File: src/rtl/axis_extract_header_pkg.sv
// Shared stream types and byte-mask helpers for the header extractor.
// Byte 0 of a beat is the MSB lane, i.e. the first byte on the wire.
package axis_extract_header_pkg;

  localparam int unsigned DATA_WD      = 32;
  localparam int unsigned DATA_BYTE_WD = DATA_WD / 8;
  localparam int unsigned BYTE_CNT_WD  = $clog2(DATA_BYTE_WD);

  typedef logic [BYTE_CNT_WD:0]    cnt_t;
  typedef logic [DATA_BYTE_WD-1:0] keep_t;
  typedef logic [DATA_WD-1:0]      data_t;

  typedef struct packed {
    data_t data;
    keep_t keep;
    logic  last;
  } beat_t;

  typedef enum logic [1:0] {StIdle, StBody, StFlush} state_e;

  function automatic keep_t msb_mask(cnt_t cnt);
    keep_t m;
    m = '0;
    for (int unsigned i = 0; i < DATA_BYTE_WD; i++) begin
      if (cnt_t'(i) < cnt) m[DATA_BYTE_WD-1-i] = 1'b1;
    end
    return m;
  endfunction

  function automatic keep_t lsb_mask(cnt_t cnt);
    keep_t m;
    m = '0;
    for (int unsigned i = 0; i < DATA_BYTE_WD; i++) begin
      if (cnt_t'(i) < cnt) m[i] = 1'b1;
    end
    return m;
  endfunction

  function automatic cnt_t popcount(keep_t keep);
    cnt_t c;
    c = '0;
    for (int unsigned i = 0; i < DATA_BYTE_WD; i++) begin
      c = c + cnt_t'(keep[i]);
    end
    return c;
  endfunction

endpackage

File: src/rtl/axis_extract_header_if.sv
// Bundle of the length-token, input stream, payload stream and header channel.
interface axis_extract_header_if;
  import axis_extract_header_pkg::*;

  logic  valid_len_i;
  cnt_t  len_i;
  logic  ready_len_o;
  logic  valid_in;
  data_t data_in;
  keep_t keep_in;
  logic  last_in;
  logic  ready_in;
  logic  valid_out;
  data_t data_out;
  keep_t keep_out;
  logic  last_out;
  logic  ready_out;
  logic  valid_hdr_o;
  data_t data_hdr_o;
  keep_t keep_hdr_o;
  logic  ready_hdr_i;
  logic  err_short_o;

  modport master (
    output valid_len_i, len_i, valid_in, data_in, keep_in, last_in, ready_out, ready_hdr_i,
    input  ready_len_o, ready_in, valid_out, data_out, keep_out, last_out,
           valid_hdr_o, data_hdr_o, keep_hdr_o, err_short_o
  );

  modport slave (
    input  valid_len_i, len_i, valid_in, data_in, keep_in, last_in, ready_out, ready_hdr_i,
    output ready_len_o, ready_in, valid_out, data_out, keep_out, last_out,
           valid_hdr_o, data_hdr_o, keep_hdr_o, err_short_o
  );

endinterface

File: src/rtl/axis_reg_slice.sv
// One-entry registered valid/ready slice; full throughput when the sink is ready.
module axis_reg_slice
  import axis_extract_header_pkg::*;
(
  input  logic  clk,
  input  logic  rst_n,
  input  logic  valid_i,
  input  beat_t beat_i,
  output logic  ready_o,
  output logic  valid_o,
  output beat_t beat_o,
  input  logic  ready_i
);

  logic  valid_q;
  beat_t beat_q;

  assign ready_o = !valid_q || ready_i;
  assign valid_o = valid_q;
  assign beat_o  = beat_q;

  always_ff @(posedge clk or negedge rst_n) begin
    if (!rst_n) begin
      valid_q <= 1'b0;
      beat_q  <= '0;
    end else if (ready_o) begin
      valid_q <= valid_i;
      if (valid_i) beat_q <= beat_i;
    end
  end

endmodule

File: src/rtl/axis_extract_header.sv
// Strips a 1..DATA_BYTE_WD byte header from each packet and realigns the payload.
// The residue register holds the unsent low bytes of the previous beat, MSB-aligned.
module axis_extract_header
  import axis_extract_header_pkg::*;
(
  input logic clk,
  input logic rst_n,
  axis_extract_header_if.slave bus
);

  localparam cnt_t FullCnt = cnt_t'(DATA_BYTE_WD);

  state_e state_q, state_d;
  cnt_t   hlen_q, hlen_d;
  cnt_t   fcnt_q, fcnt_d;
  data_t  res_q, res_d;
  logic   hdr_valid_q, hdr_valid_d;
  data_t  hdr_data_q, hdr_data_d;
  keep_t  hdr_keep_q, hdr_keep_d;
  logic   err_q, err_d;

  logic   rdy, hdr_free, fire, short_pkt;
  cnt_t   n, hcnt;
  logic   pay_valid, pay_ready, out_valid;
  beat_t  pay_beat, out_beat;

  assign n        = popcount(bus.keep_in);
  assign hdr_free = !hdr_valid_q || bus.ready_hdr_i;
  assign fire     = bus.valid_in && rdy;

  // Never looks at valid_in: a length token is taken together with the first beat.
  always_comb begin
    rdy = 1'b0;
    case (state_q)
      StIdle:  rdy = bus.valid_len_i && hdr_free && pay_ready;
      StBody:  rdy = pay_ready;
      default: rdy = 1'b0;
    endcase
  end

  assign bus.ready_in    = rdy;
  assign bus.ready_len_o = (state_q == StIdle) && rdy;

  always_comb begin
    state_d     = state_q;
    hlen_d      = hlen_q;
    fcnt_d      = fcnt_q;
    res_d       = res_q;
    hdr_valid_d = hdr_valid_q && !bus.ready_hdr_i;
    hdr_data_d  = hdr_data_q;
    hdr_keep_d  = hdr_keep_q;
    err_d       = 1'b0;
    pay_valid   = 1'b0;
    pay_beat    = '0;
    short_pkt   = bus.last_in && (n <= bus.len_i);
    hcnt        = short_pkt ? n : bus.len_i;

    case (state_q)
      StIdle: begin
        if (fire) begin
          hdr_valid_d = 1'b1;
          hdr_data_d  = bus.data_in >> {FullCnt - hcnt, 3'b000};
          hdr_keep_d  = lsb_mask(hcnt);
          hlen_d      = bus.len_i;
          res_d       = bus.data_in << {bus.len_i, 3'b000};
          if (!bus.last_in) begin
            state_d = StBody;
          end else if (short_pkt) begin
            err_d = 1'b1;
          end else begin
            fcnt_d  = n - bus.len_i;
            state_d = StFlush;
          end
        end
      end
      StBody: begin
        pay_valid     = bus.valid_in;
        pay_beat.data = res_q | (bus.data_in >> {FullCnt - hlen_q, 3'b000});
        pay_beat.keep = '1;
        if (bus.last_in && (n <= hlen_q)) begin
          pay_beat.keep = msb_mask(FullCnt - hlen_q + n);
          pay_beat.last = 1'b1;
        end
        if (fire) begin
          res_d = bus.data_in << {hlen_q, 3'b000};
          if (bus.last_in) begin
            if (n <= hlen_q) begin
              state_d = StIdle;
            end else begin
              fcnt_d  = n - hlen_q;
              state_d = StFlush;
            end
          end
        end
      end
      StFlush: begin
        pay_valid     = 1'b1;
        pay_beat.data = res_q;
        pay_beat.keep = msb_mask(fcnt_q);
        pay_beat.last = 1'b1;
        if (pay_ready) state_d = StIdle;
      end
      default: state_d = StIdle;
    endcase
  end

  always_ff @(posedge clk or negedge rst_n) begin
    if (!rst_n) begin
      state_q     <= StIdle;
      hlen_q      <= '0;
      fcnt_q      <= '0;
      res_q       <= '0;
      hdr_valid_q <= 1'b0;
      hdr_data_q  <= '0;
      hdr_keep_q  <= '0;
      err_q       <= 1'b0;
    end else begin
      state_q     <= state_d;
      hlen_q      <= hlen_d;
      fcnt_q      <= fcnt_d;
      res_q       <= res_d;
      hdr_valid_q <= hdr_valid_d;
      hdr_data_q  <= hdr_data_d;
      hdr_keep_q  <= hdr_keep_d;
      err_q       <= err_d;
    end
  end

  axis_reg_slice u_pay_slice (
    .clk     (clk),
    .rst_n   (rst_n),
    .valid_i (pay_valid),
    .beat_i  (pay_beat),
    .ready_o (pay_ready),
    .valid_o (out_valid),
    .beat_o  (out_beat),
    .ready_i (bus.ready_out)
  );

  assign bus.valid_out   = out_valid;
  assign bus.data_out    = out_beat.data;
  assign bus.keep_out    = out_beat.keep;
  assign bus.last_out    = out_beat.last;
  assign bus.valid_hdr_o = hdr_valid_q;
  assign bus.data_hdr_o  = hdr_data_q;
  assign bus.keep_hdr_o  = hdr_keep_q;
  assign bus.err_short_o = err_q;

endmodule

File: src/flat_wrapper.sv
// flat-port wrapper written by rule: the top's interface ports become plain ports
module axis_extract_header_flat import axis_extract_header_pkg::*;
  (clk, rst_n, bus_valid_len_i, bus_len_i, bus_valid_in, bus_data_in, bus_keep_in, bus_last_in, bus_ready_out, bus_ready_hdr_i, bus_ready_len_o, bus_ready_in, bus_valid_out, bus_data_out, bus_keep_out, bus_last_out, bus_valid_hdr_o, bus_data_hdr_o, bus_keep_hdr_o, bus_err_short_o);
  axis_extract_header_if bus_i ();
  input logic clk;
  input logic rst_n;
  input wire logic [$bits(bus_i.valid_len_i)-1:0] bus_valid_len_i;
  input wire logic [$bits(bus_i.len_i)-1:0] bus_len_i;
  input wire logic [$bits(bus_i.valid_in)-1:0] bus_valid_in;
  input wire logic [$bits(bus_i.data_in)-1:0] bus_data_in;
  input wire logic [$bits(bus_i.keep_in)-1:0] bus_keep_in;
  input wire logic [$bits(bus_i.last_in)-1:0] bus_last_in;
  input wire logic [$bits(bus_i.ready_out)-1:0] bus_ready_out;
  input wire logic [$bits(bus_i.ready_hdr_i)-1:0] bus_ready_hdr_i;
  output wire logic [$bits(bus_i.ready_len_o)-1:0] bus_ready_len_o;
  output wire logic [$bits(bus_i.ready_in)-1:0] bus_ready_in;
  output wire logic [$bits(bus_i.valid_out)-1:0] bus_valid_out;
  output wire logic [$bits(bus_i.data_out)-1:0] bus_data_out;
  output wire logic [$bits(bus_i.keep_out)-1:0] bus_keep_out;
  output wire logic [$bits(bus_i.last_out)-1:0] bus_last_out;
  output wire logic [$bits(bus_i.valid_hdr_o)-1:0] bus_valid_hdr_o;
  output wire logic [$bits(bus_i.data_hdr_o)-1:0] bus_data_hdr_o;
  output wire logic [$bits(bus_i.keep_hdr_o)-1:0] bus_keep_hdr_o;
  output wire logic [$bits(bus_i.err_short_o)-1:0] bus_err_short_o;
  assign bus_i.valid_len_i = bus_valid_len_i;
  assign bus_i.len_i = bus_len_i;
  assign bus_i.valid_in = bus_valid_in;
  assign bus_i.data_in = bus_data_in;
  assign bus_i.keep_in = bus_keep_in;
  assign bus_i.last_in = bus_last_in;
  assign bus_i.ready_out = bus_ready_out;
  assign bus_i.ready_hdr_i = bus_ready_hdr_i;
  assign bus_ready_len_o = bus_i.ready_len_o;
  assign bus_ready_in = bus_i.ready_in;
  assign bus_valid_out = bus_i.valid_out;
  assign bus_data_out = bus_i.data_out;
  assign bus_keep_out = bus_i.keep_out;
  assign bus_last_out = bus_i.last_out;
  assign bus_valid_hdr_o = bus_i.valid_hdr_o;
  assign bus_data_hdr_o = bus_i.data_hdr_o;
  assign bus_keep_hdr_o = bus_i.keep_hdr_o;
  assign bus_err_short_o = bus_i.err_short_o;
  axis_extract_header u_core (.clk(clk), .rst_n(rst_n), .bus(bus_i));
endmodule
File: config.mk
export PLATFORM = sky130hd
export DESIGN_NAME = axis_extract_header_flat
export DESIGN_NICKNAME = d
export VERILOG_FILES = /design/src/rtl/axis_extract_header_pkg.sv /design/src/rtl/axis_extract_header_if.sv /design/src/rtl/axis_reg_slice.sv /design/src/rtl/axis_extract_header.sv /design/src/flat_wrapper.sv
export SDC_FILE = /design/constraint.sdc
export NUM_CORES = 1
export LEC_CHECK = 0
export BUFFER_PORTS_ARGS = -buffer_cell sky130_fd_sc_hd__buf_2
export CAP_MARGIN = 0
export CORE_MARGIN = 10
export CORE_UTILIZATION = 35
export DETAILED_ROUTE_END_ITERATION = 10
export PLACE_DENSITY = 0.56
export SYNTH_ARGS = -nofsm -noshare
export SYNTH_HDL_FRONTEND = slang
export SYNTH_SLANG_ARGS = --single-unit
File: constraint.sdc
create_clock -name clk -period 8 [get_ports clk]
set_input_delay 1.2 -clock clk [delete_from_list [all_inputs] [get_ports clk]]
set_output_delay 1.2 -clock clk [all_outputs]
set_load 0.01 [all_outputs]
Yosys cells after proc, flatten, opt, wreduce, memory -nomap -nowiden:

Index checks and enable logic that the tools add are counted.

* add/subtract/negate cells: 8
* multipliers: 0
* div/mod/pow operators: 0
* $lt $le $gt $ge: 14
* equality and inequality tests: 10
* shifts and indexed selects: 4
* multiplexer cells: 41
* bitwise gates (word level): 1
* reductions and logical operators: 19

Operators with widths (number)
* $pmux W37 S2: 1
* $mux W32: 2
* $pmux W32 S2: 1
* $shl A32 B6 Y32: 2
* $shr A32 B6 Y32: 2
* $or A32 B32 Y32: 1
* $mux W3: 7
* $lt A1 B3 Y1 const A: 6
* $lt A2 B3 Y1 const A: 6
* $mux W1: 18
* $mux W2: 7
* $ne A2 B2 Y1 const B: 4
* $logic_and A1 B1 Y1: 7
* $reduce_and A7 Y1: 1
* $add A3 B1 Y3: 2
* $le A3 B3 Y1: 2
* $ne A2 B1 Y1 const B: 3
* $pmux W2 S3: 1
* $pmux W3 S2: 1
* $sub A3 B3 Y3: 2
* $sub A3 B3 Y3 const A: 2
* $mux W5: 1
* $reduce_and A5 Y1: 1
* $pmux W1 S2: 2
* other kinds (11): 15

* flip-flop bits (word level): 116
* latch bits: 0
* RAM bits: 0
* ROM bits: 0
* bits of input ports: 46
* output and inout port bits: 78
* word-level logic and storage cells: 109
* memories kept: 0

Depth between registers and ports, before layout:

Gate-level depths: netlist of the first run.

* word-level depth: 9
* depth in mapped cells: 22
* mapped depth without buffers: 17

Modules after synthesis:

A second synthesis of the first run with hierarchy kept.

* cell total of the unflattened synthesis: 704
* area total of the unflattened synthesis: 7043.0 um2

By module, submodules not included
* axis_extract_header: times used 1, cells an instance 623, area each 5470.2 um2
* axis_reg_slice: times used 1, cells an instance 81, area each 1572.8 um2

Worst setup path before layout of the first run:

No wires, ideal clock.

* kind: input to register
* start point: input port bus_keep_in[0]
* end point: register u_core.hdr_data_q[12], in the netlist u_core.bus.data_hdr_o[12]
* library setup time: 83 ps
* arrival: 5213 ps
* required time: 7917 ps
* slack: 2705 ps
* cell stages on the path: 22
* buffers on the path: 5
* cell sequence: ha_1 inv_1 fa_1 inv_1 ha_1 ha_1 nor2b_1 or4b_4 and3_4 buf_6 or2_1 buf_6 inv_2 buf_6 ha_1 clkbuf_1 inv_1 clkbuf_1 nand2_1 a211oi_1 a31oi_1 o21ai_0

* longest elaborated chain between the ends: 8

Ends and longest elaborated chain
* from (decl): line flat_wrapper.sv:11 `input wire logic [$bits(bus_i.keep_in)-1:0] bus_keep_in;`
* $add A1 B1 Y2 *: line axis_extract_header_pkg.sv:43 `c = c + cnt_t'(keep[i]);`
* $add A3 B1 Y3 * (2 in a row): line axis_extract_header_pkg.sv:43
* $le A3 B3 Y1: line axis_extract_header.sv:55 `short_pkt = bus.last_in && (n <= bus.len_i);`
* $logic_and A1 B1 Y1: line axis_extract_header.sv:55
* $mux W3 *: line axis_extract_header.sv:56 `hcnt = short_pkt ? n : bus.len_i;`
* $sub A3 B3 Y3 *: line axis_extract_header.sv:62 `hdr_data_d = bus.data_in >> {FullCnt - hcnt, 3'b000};`
* $shr A32 B6 Y32 *: line axis_extract_header.sv:62
* to (signal assigned): line axis_extract_header.sv:123 `hdr_data_q <= hdr_data_d;`
* to (decl): line axis_extract_header.sv:18 `data_t hdr_data_q, hdr_data_d;`

Mark *: on every way between the ends. The rest lies on a longest branch, timed or not.
A chain may end at the register's enable or synchronous reset.

Final worst setup path of the first run:

* start point: input port bus_keep_in[0]
* end point: register u_core.hdr_data_q[10], in the netlist u_core.bus.data_hdr_o[10]

The elaborated chain is that of the path after synthesis.

==> run metrics, run 1 <==
status=complete, no violations; Worst R2R Start=u_core.state_q[1]; Final nets=922; initial core utilization=35.9%; die area=24500 um^2; Setup Skew=0.00858 ns; Crit. End Element=flip-flop; die height=157 um; most used cell along the critical path=ha_1; core footprint=18100 um^2; Synth top cells by count=nand2_1 (172), dfrtp_1 (116), o21ai_0 (100); All-Layer GR Usage=18.0%; Core Rows=49; postcts setup bufs=0; initial DRC count=648; drt via density=5.41; worst-path fanout max=44; grt ovf=0; register bit total from synthesis=116; Max-slew headroom=8.08%; Max VDD drop=0.174 mV; worst min-delay path startpoint=u_core.bus.data_hdr_o[26]; cells along the critical path=buf_2, ha_1, inv_1, fa_1, inv_1, ha_1, ha_1, nor2b_1, or4b_4, a21oi_1, buf_4, or2_1, inv_2, ha_1, buf_4, inv_1, nor3_1, a221oi_1, o21ai_0; I/O pins=124; FMAX=160 MHz; FFs w/ async S/R, synth=100%; Critical Path AT=6.59 ns; crit-path leading delay family=simple AND/OR/NAND/NOR gates; critical path type=input pin to flip-flop; Sink Count=116; Hold Buf Count CTS=0; most numerous cell in the Yosys netlist=nand2_1; CTS root buffer=clkbuf_16; DR vias=5943; gpl congestion=0.894; Startpoint Class=input pin; Final setup viols=0; Layout area overhead=21.6%; Synth area leader=dfrtp_1; Bufs and invs on worst path=7; # DRC=0; clock-pin slew on the worst setup and hold paths=0.06 ns; distinct cell type count after synthesis=47; Fin. Hold Viols=0; WL per Instance=20.4 um; worst-skew pair later-pin latency=0.43 ns; ys flop type=dfrtp_1; Synth top area share=44.5%; DRT Wirelength=22400 um; Min Clock Period, post-route=6.24 ns; IO Port Bufs=123; initial antenna violation count=0; Crit path required time=8.35 ns; yosys warns=0; Clock Tree Buf Depth=2; final max-slew violation count=0; first-pass GRT wire length=34400 um; CTS tree=built; critical path's slowest cell=or2_1; RSZ-0062 raised after global routing=false; Mapped Cells=759; CTS buffer count=17; pin count of the biggest net entering global routing=68; Mapped Avg Cell Area=8.59 um^2; crit path launch=bus_keep_in[0]; fin crit share=78.0%; drt first pass iters=7; Least-Margin Pin Slew=1.37 ns; n_diodes=0; Min-Delay Path Class=flip-flop to flip-flop; Post-Syn Area=6520 um^2; standby leakage power=3.83 nW; Seq/Total Area, Yosys=44.5%; Antenna Nets Post-Route=0; crit-path max cell delay=0.70 ns; max-capacitance violation count=0; pwr dens=392 nW/um^2; number of global-route vias before repair=5766; Syn Nets=823; share of layout cells above drive strength 1=19.9%; number of enable flip-flop cells after synthesis=0; post-cts resize count=0; Chip Width=157 um; dpl hpwl=15700 um; largest cells by area after synthesis=dfrtp_1 (45%), nand2_1 (9.9%), o21ai_0 (7.7%); setup TNS=0 ns; H-tree Lvls=4; Fin Hold WS=0.470 ns
-- worst paths after layout --
kind / to / slack (ns) / cells after the start
max in group asynchronous: u_core.bus.err_short_o / 5.84 / 2
setup / recovery: u_core.bus.data_hdr_o[10] / 1.76 / 19
min in group asynchronous: u_core.u_pay_slice.beat_o[11] / 0.87 / 1
setup reg to reg: u_core.u_pay_slice.beat_o[3] / 4.87 / 6
hold / removal: u_core.bus.data_hdr_o[26] / 0.47 / 2
hold reg to reg: u_core.bus.data_hdr_o[26] / 0.47 / 2
-- cell usage in the layout (no fill, tap or decap), types with 5 or more instances in the layout --
cell         n
a21oi_1     54
o211a_1      8
inv_1       32
mux2i_1     29
nor2_1      30
mux2_2       5
buf_2      122
o21ai_0    100
a32o_1       8
clkbuf_16   17
bufinv_16    5
dfrtp_1    116
nor2b_1      5
a31oi_1      9
a22o_1       8
o31ai_1     34
a21boi_0     8
nand2_1    172
ha_1        14
buf_4       11
a211oi_1    14
nor3_1      11
-- where the power goes --
group	switching [W]	total [W]	internal (W)	leakage [nW]
combinational	0.000835	0.00131	0.000477	1.99
sequential	0.000127	0.000940	0.000813	1.53
clock	0.000280	0.000855	0.000574	0.312
total	0.00124	0.00311	0.00186	3.83
-- cell families (layout without fill, tap and decap cells) --
family                     count (synthesis)  after routing  share of synthesized area [%]
AOI/OAI and AO/OA                        258            258                           24.5
and+or+nand+nor                          240            240                           15.3
muxes                                     36             36                           5.62
DFF                                      116            116                           44.5
adders and majority gates                 18             18                           3.91
xor gates and xnor gates                   5              5                          0.671
buffers and inverters                     86            197                           5.45
-- through the flow --
step	util, %	std cells	power [W]	setup slack, ns	cell area (um^2)
CTS	43.7	1099	0.00313	1.80	7930
finish	43.7	1099	0.00311	1.76	7930
detailed placement	40.1	1068	0.00226	1.36	7280
global route	43.7	1099	0.00333	1.30	7930
floorplan	-	759	0.00180	2.70	6520
global placement	40.1	1068	0.00225	1.47	7280
-- layout make-up --
class	count	area (um^2)
timing repair buffer	133	693
inverter	33	124
multi-input combinational	557	3280
tap	229	287
fill	1826	10200
sequential	116	2900
clock buffer	22	474
clock inverter	9	175
-- worst reg2reg max path: cells and delay by family (launching register included) --
| kind | cells | cell delay, ns |
|---|---|---|
| AOI/OAI and AO/OA | 3 | 1.04 |
| buffers and inverters | 1 | 0.08 |
| DFF | 1 | 0.39 |
| adders and majority gates | 1 | 0.67 |
| and+or+nand+nor | 1 | 0.81 |
-- routing by layer --
layer  share of wire [%]  vias to the layer above  global-route usage [%]
li1                    -                     2869                       -
met1                  45                     2802                    24.0
met2                  46                      225                    27.7
met3                 6.9                       47                    4.41
met4                 2.5                        0                    6.74
met5                   0                        -                       0
-- state kept, by name, summed over array words and instances (netlist names) --
| signal | cells |
|---|---|
| u_core.u_pay_slice.beat_o | 37 |
| u_core.bus.data_hdr_o | 32 |
| u_core.res_q | 32 |
| u_core.bus.keep_hdr_o | 4 |
| u_core.fcnt_q | 3 |
| u_core.hlen_q | 3 |
| u_core.state_q | 2 |
| u_core.bus.err_short_o | 1 |
| u_core.bus.valid_hdr_o | 1 |
| u_core.u_pay_slice.valid_o | 1 |
(Power assumes the default switching activity.)
==> run 2: changes to the inputs <==
--- a/config.mk
+++ b/config.mk
@@ -10,7 +10,7 @@
 export CORE_MARGIN = 10
 export CORE_UTILIZATION = 35
 export DETAILED_ROUTE_END_ITERATION = 10
-export PLACE_DENSITY = 0.56
+export PLACE_DENSITY = 0.58
 export SYNTH_ARGS = -nofsm -noshare
 export SYNTH_HDL_FRONTEND = slang
 export SYNTH_SLANG_ARGS = --single-unit
==> constraint.sdc (replaced) <==
create_clock -name clk -period 5.2 [get_ports clk]
set_input_delay 0.78 -clock clk [delete_from_list [all_inputs] [get_ports clk]]
set_output_delay 0.78 -clock clk [all_outputs]
set_load 0.01 [all_outputs]
==> run 2 against run 1 <==
  * Worst hold slack worse by 0.015 ns
  * Die area stayed put
  * First-iteration DRC count is 17% lower
  * Utilization is 0.076 points higher
==> run metrics, run 2 (synthesized netlist as in run 1, its figures left out) <==
drt via density=5.48; I/O pins=124; CTS tree=built; Crit path required time=5.52 ns; n_diodes=0; Setup Skew=0.00725 ns; grt ovf=0; dpl hpwl=15800 um; RSZ-0062 raised after global routing=false; Min-Delay Path Class=input pin to async pin; Final setup viols=0; placed cell count=1072; Clock Tree Buf Depth=2; core footprint=18100 um^2; Sink Count=116; Chip Width=157 um; Startpoint Class=input pin; setup TNS=0 ns; commonest non-fill, non-tap cells in the layout=nand2_1 (172), buf_2 (122), dfrtp_1 (116); drt first pass iters=5; postcts setup bufs=0; WL per Instance=20.5 um; CTS root buffer=clkbuf_16; Crit. End Element=flip-flop; initial core utilization=35.9%; critical path type=input pin to flip-flop; pre-CTS WS=0.389 ns; # DRC=0; Hold Buf Count CTS=0; Min Clock Period, post-route=4.43 ns; pin count of the biggest net entering global routing=67; number of global-route vias before repair=5959; DR vias=6050; number of flip-flops in the largest register=37; first-pass GRT wire length=34700 um; share of layout cells above drive strength 1=20.3%; die height=157 um; commonest non-fill, non-tap cell in the layout=nand2_1; standby leakage power=3.83 nW; CTS buffer count=17; IO Port Bufs=123; final max-slew violation count=0; clock-pin slew on the worst setup and hold paths=0.05 ns; Fin. Hold Viols=0; Least-Margin Pin Slew=1.20 ns; worst-path fanout max=30; status=complete, no violations; Antenna Nets Post-Route=0; Core Rows=49; die area=24500 um^2; Final Non-Filler Cells=1104; Layout area overhead=21.8%; initial DRC count=541; gpl congestion=0.855; FMAX=226 MHz; All-Layer GR Usage=18.2%; Pwr Total=0.00474 W; Final nets=926; setup ws final=0.771 ns; Finished Core Util=43.8%; FILL cells=1842; post-cts resize count=0; Critical Path AT=4.75 ns; initial antenna violation count=0; worst-skew pair later-pin latency=0.43 ns; Max-slew headroom=19.3%; H-tree Lvls=4; DRT Wirelength=22600 um; max-capacitance violation count=0; fin crit share=85.2%; Max VDD drop=0.261 mV; pwr dens=596 nW/um^2
run 2: cell count changes in the layout (fill, tap and decap cells not counted), sizes merged:
cell / previous run / this run
buf: 133 / 137
clkbuf: 22 / 25
bufinv: 5 / 3
clkinv: 2 / 1
clkinvlp: 2 / 3
run 2: cell type report:
class / count / area [um^2] / share of cell area, %
Clock buffer: 25 / 515 / 6.49
Inverter: 33 / 124 / 1.56
Timing Repair Buffer: 137 / 723 / 9.10
Multi-Input combinational cell: 557 / 3280 / 41.2
Clock inverter: 7 / 118 / 1.48
Sequential cell: 116 / 2900 / 36.5
Tap cell: 229 / 287 / 3.61
run 2: path summary, 6_finish.rpt:
path,depth (start not counted),end,startpoint,slack [ns]
setup / recovery,17,u_core.bus.data_hdr_o[28],bus_keep_in[0],0.77
hold / removal,1,u_core.res_q[29],rst_n,0.46
setup reg to reg,9,u_core.res_q[0],u_core.state_q[1],2.38
hold reg to reg,2,u_core.u_pay_slice.beat_o[26],u_core.u_pay_slice.beat_o[26],0.47
max in group asynchronous,2,u_core.fcnt_q[1],rst_n,3.49
min in group clk,2,u_core.u_pay_slice.beat_o[26],u_core.u_pay_slice.beat_o[26],0.47
run 2: routing by layer:
layer | wire length [um] | vias to the layer above | global-route usage, %
met2 | 10300 | 243 | 28.0
met5 | 0 | - | 0
li1 | - | 2871 | -
met1 | 9840 | 2891 | 23.4
met3 | 1950 | 45 | 5.65
met4 | 522 | 0 | 7.28
run 2: stage by stage:
stage	cell area [um^2]	hold WS [ns]
2_1_floorplan	6520	0.449
3_3_place_gp	7310	0.457
3_5_place_dp	7310	0.465
4_1_cts	7950	0.478
5_1_grt	7950	0.494
6_report	7950	0.455
run 2: worst max-delay path, stage by stage:
cell and delay (ns):
buf_2 0.10, ha_1 0.26, inv_1 0.04, fa_1 0.35
inv_1 0.06, ha_1 0.33, ha_1 0.34, and3_1 0.18
o21ai_0 0.35, and3_4 0.43, or2_1 0.19, inv_2 0.05
ha_1 0.20, nor4_1 0.35, mux2i_2 0.14, buf_4 0.26
o31ai_1 0.31
run 2: power by group:
part | switching (W) | total (W) | internal, W
clock network | 0.000432 | 0.00126 | 0.000829
registers | 0.000193 | 0.00144 | 0.00125
logic | 0.00129 | 0.00203 | 0.000744
total | 0.00192 | 0.00474 | 0.00282
